### src/rtl/usr_pkg.sv
// Shared types for the universal shift register: operation modes and serialiser states.
package usr_pkg;

    typedef enum logic [2:0] {
        HOLD = 3'b000,
        LOAD = 3'b001,
        SHL  = 3'b010,
        SHR  = 3'b011,
        ROTL = 3'b100,
        ROTR = 3'b101,
        ASR  = 3'b110,
        SER  = 3'b111
    } usr_mode_e;

    typedef enum logic {
        IDLE  = 1'b0,
        SHIFT = 1'b1
    } usr_state_e;

endpackage

### src/rtl/usr_ser_ctrl.sv
// Serialiser sequencer: owns state, bit counter, busy and done; tells the datapath
// when it must shift left regardless of the requested mode.
module usr_ser_ctrl
    import usr_pkg::*;
#(
    parameter int N = 8
) (
    input  logic clk,
    input  logic n_reset,
    input  logic n_clr,
    input  logic en,
    input  logic start,
    output logic shift,
    output logic busy,
    output logic done
);

    localparam int CNT_W = $clog2(N);

    usr_state_e       state_reg;
    logic [CNT_W-1:0] cnt_reg;
    logic             busy_reg;
    logic             done_reg;

    always_ff @(posedge clk) begin
        if (!n_reset || !n_clr) begin
            state_reg <= IDLE;
            cnt_reg   <= '0;
            busy_reg  <= 1'b0;
            done_reg  <= 1'b0;
        end else begin
            // done is a single-cycle pulse, dropped even when en is low
            done_reg <= 1'b0;
            if (state_reg == SHIFT) begin
                if (en) begin
                    if (cnt_reg == '0) begin
                        state_reg <= IDLE;
                        busy_reg  <= 1'b0;
                        done_reg  <= 1'b1;
                    end else begin
                        cnt_reg <= cnt_reg - CNT_W'(1);
                    end
                end
            end else if (en && start) begin
                state_reg <= SHIFT;
                cnt_reg   <= CNT_W'(N - 1);
                busy_reg  <= 1'b1;
            end
        end
    end

    assign shift = (state_reg == SHIFT);
    assign busy  = busy_reg;
    assign done  = done_reg;

endmodule

### src/rtl/univ_shift_reg.sv
// Universal N-bit register: hold, load, shifts, rotates and an MSB-first serialiser.
// Define USR_PARITY_EN to add a registered even-parity output.
module univ_shift_reg
    import usr_pkg::*;
#(
    parameter int N = 8
) (
    input  logic         clk,
    input  logic         n_reset,
    input  logic         n_clr,
    input  logic         en,
    input  logic [2:0]   mode,
    input  logic [N-1:0] D,
    input  logic         sl_in,
    input  logic         sr_in,
    output logic [N-1:0] Q,
    output logic [N-1:0] Q_bar,
    output logic         ser_out,
    output logic         busy,
`ifdef USR_PARITY_EN
    output logic         parity,
`endif
    output logic         done
);

    logic [N-1:0] q_reg;
    logic [N-1:0] q_next;
    logic         shift;
    usr_mode_e    mode_sel;

    assign mode_sel = usr_mode_e'(mode);

    usr_ser_ctrl #(.N(N)) u_ser_ctrl (
        .clk     (clk),
        .n_reset (n_reset),
        .n_clr   (n_clr),
        .en      (en),
        .start   (mode_sel == SER),
        .shift   (shift),
        .busy    (busy),
        .done    (done)
    );

    // A running serialise overrides the mode decode
    always_comb begin
        q_next = q_reg;
        if (en) begin
            if (shift) begin
                q_next = {q_reg[N-2:0], sl_in};
            end else begin
                case (mode_sel)
                    HOLD:    q_next = q_reg;
                    LOAD:    q_next = D;
                    SHL:     q_next = {q_reg[N-2:0], sl_in};
                    SHR:     q_next = {sr_in, q_reg[N-1:1]};
                    ROTL:    q_next = {q_reg[N-2:0], q_reg[N-1]};
                    ROTR:    q_next = {q_reg[0], q_reg[N-1:1]};
                    ASR:     q_next = {q_reg[N-1], q_reg[N-1:1]};
                    SER:     q_next = D;
                    default: q_next = q_reg;
                endcase
            end
        end
    end

    always_ff @(posedge clk) begin
        if (!n_reset || !n_clr) begin
            q_reg <= '0;
        end else begin
            q_reg <= q_next;
        end
    end

`ifdef USR_PARITY_EN
    logic parity_reg;

    always_ff @(posedge clk) begin
        if (!n_reset || !n_clr) begin
            parity_reg <= 1'b0;
        end else begin
            parity_reg <= ^q_next;
        end
    end

    assign parity = parity_reg;
`endif

    assign Q       = q_reg;
    assign Q_bar   = ~q_reg;
    assign ser_out = q_reg[N-1];

endmodule
### config.mk
export PLATFORM = sky130hd
export DESIGN_NAME = univ_shift_reg
export DESIGN_NICKNAME = d
export VERILOG_FILES = /design/src/rtl/usr_pkg.sv /design/src/rtl/usr_ser_ctrl.sv /design/src/rtl/univ_shift_reg.sv
export SDC_FILE = /design/constraint.sdc
export NUM_CORES = 1
export LEC_CHECK = 0
export ABC_AREA = 1
export CORE_UTILIZATION = 28
export DETAILED_ROUTE_END_ITERATION = 8
export SLEW_MARGIN = 5
export SYNTH_ARGS = -nofsm -noshare
export SYNTH_HDL_FRONTEND = slang
export SYNTH_HIERARCHICAL = 1
export SYNTH_SLANG_ARGS = --single-unit
### constraint.sdc
create_clock -name clk -period 1.15 [get_ports clk]
set_input_delay 0.2875 -clock clk [delete_from_list [all_inputs] [get_ports clk]]
set_output_delay 0.2875 -clock clk [all_outputs]
set_load 0.01 [all_outputs]
==> out/summary.txt <==
Tot Pwr: 1.13 mW
Slew @ Worst Pin: 0.272 ns
Final hold vios: 0
Gpl congestion: 0.881
First DRT Iteration DRCs: 37
Crit path from: Q[7]
Data required, critical path: 0.86 ns
Vias in the first global route: 1067
Core area: 0.00310 mm2
M3 GR Usage: 4.76%
Final WS setup: 0.0362 ns
Final Cycle Share: 96.8%
Chip height: 59.8 um
CTS Sinks: 14
Syn Nets: 165
Yosys cell types: 20
Hold buffers post-CTS: 0
Seq/Total Area, Yosys: 30.0%
Busiest grt layer: met2
Crit end category: output pin
Total track usage: 16.6%
Initial DRT Pass Iterations: 4
Run status: completed
Cells after Synth: 146
CP arrival: 0.83 ns
Row count: 20
Cell Pwr Density: 788 mW/mm2
Max_slew headroom: 81.9%
Detailed-route via count: 1135
Fin util: 46.1%
CTS tree: done
Largest buffer count on any clock path: 2
N_diodes: 0
Syn Std Cell Area: 935 um2
Crit Path Class: reg2out
Reg-to-Reg End: u_ser_ctrl/cnt_reg[2]
Die ar.: 0.00357 mm2
Die width: 59.8 um
Slew Limit Fails: 0
Syn_area_per_cell: 6.40 um2
Initial antenna violation count: 0
Leakage power: 0.673 nW
RSZ-0062 raised after global routing: false
First-pass GRT wire length: 4490 um
Synth warn: 6
Share of layout cells above drive strength 1: 38.7%
Largest net degree at the start of global routing: 10
Commonest non-fill, non-tap cell in the layout: nand2_1
GR Util met1: 19.0%
Flop-to-flop setup slack: 0.10 ns
HP Class: reg2reg
Worst-path maximum fanout: 4
Clock skew: 0.0137 ns
Max VDD drop: 390 uV
Met2 GRT Util: 30.6%
CP endpoint: Q_bar[7]
Nets: 220
Vias per inst: 4.67
Clk_lat worst skew: 0.29 ns
Yosys reg bits: 14
Top Ports: 36
Startpoint Class: flop
CTS Root Cell: clkbuf_4
DRC Markers: 0
Tmin final: 1.11 ns
Max-cap violations: 0
H-tree level count: 1
Drt total wl: 2750 um
Drt wl/cell: 11.3 um
DP Worst Slack: -0.600 ns
Max reg flops: 8
Worst R2R Start: u_ser_ctrl/cnt_reg[0]
Worst-case reg-to-reg path depth: 7
Most frequent cells in the layout: nand2_1, buf_4, nand3_1, a21oi_1
Clk slew on worst S/H paths: 0.10 ns
Starting Density: 30.1%
Detailed Place HPWL: 2120 um
Port buffer count: 35
Fin Setup TNS: 0 ns
CTS Buf Count: 3
Fmax: 898 MHz
DRT antenna net count: 0
Layout area overhead: 53.1%
Final setup fails: 0
Grt total ovfl: 0
## power breakdown
| group | internal [mW] | switching (mW) | leakage, nW |
|---|---|---|---|
| sequential | 0.501 | 0.0123 | 0.118 |
| combinational | 0.149 | 0.169 | 0.541 |
| clock | 0.121 | 0.175 | 0.0138 |
## stage by stage
stage | std cells | area [um2] | hold WS (ns)
floorplan | 146 | 935 | 0.437
global placement | 240 | 1450 | 0.475
detailed placement | 240 | 1450 | 0.468
CTS | 246 | 1480 | 0.491
global route | 243 | 1430 | 0.514
finish | 243 | 1430 | 0.482
## repair_timing
item	CTS	global route
resized for setup	92	18
setup buffers	3	0
cloned	0	0
pin swaps	0	1
setup endpoints to repair	32	23
## final cells by class
| type | instances | area [um2] |
|---|---|---|
| inverter | 23 | 87.6 |
| tap | 44 | 55.1 |
| fill | 339 | 1670 |
| multi-input combinational | 107 | 571 |
| clock buffer | 3 | 22.5 |
| sequential | 14 | 293 |
| timing repair buffer | 52 | 403 |
## per-layer routing
metal  part of all wire [%]  vias to the layer above  wire length, um
met5                      0                        -                0
met4                   0.40                        0               11
met3                    7.7                        2              212
met2                     50                       46             1380
met1                     42                      515             1150
li1                       -                      572                -
## critical path: stages (launching register included)
cell     delay [ns]
dfxtp_2        0.37
inv_2          0.04
buf_2          0.13
## logic make-up after synthesis
group / after synthesis / share of synthesized area [%]
and+or+nand+nor: 76 / 38.2
DFF: 14 / 30.0
buffers and inverters: 25 / 11.4
AOI/OAI and AO/OA: 29 / 17.8
adders and majority gates: 2 / 2.68
## synthesized netlist by cell type
library cell / number / share of area (%)
nand2_2: 6 / 4.0
o211ai_1: 1 / 0.80
ha_1: 2 / 2.7
inv_2: 3 / 1.2
clkinv_2: 1 / 0.53
buf_6: 1 / 1.2
dfxtp_1: 14 / 30
buf_4: 1 / 0.80
a21oi_1: 16 / 8.6
nand2_4: 2 / 2.4
nor2_1: 12 / 4.8
o21ai_0: 9 / 4.8
nand3_2: 2 / 2.1
o21ai_4: 1 / 1.7
nand4_1: 1 / 0.67
nor2_2: 2 / 1.3
a21oi_2: 2 / 1.9
inv_1: 19 / 7.6
nand2_1: 34 / 14
nand3_1: 17 / 9.1
## worst min-delay path by stage
stage	startpoint	end	slack, ns	depth (start not counted)
finish	u_ser_ctrl/cnt_reg[1]	u_ser_ctrl/cnt_reg[1]	0.48	2
CTS	u_ser_ctrl/cnt_reg[1]	u_ser_ctrl/cnt_reg[1]	0.49	2
global route	u_ser_ctrl/busy	u_ser_ctrl/busy	0.51	2
detailed placement	u_ser_ctrl/cnt_reg[1]	u_ser_ctrl/cnt_reg[1]	0.47	2
global placement	u_ser_ctrl/cnt_reg[1]	u_ser_ctrl/cnt_reg[1]	0.47	2
floorplan	n_clr	Q[0]	0.44	2
Power figures use the tool's default switching activity.
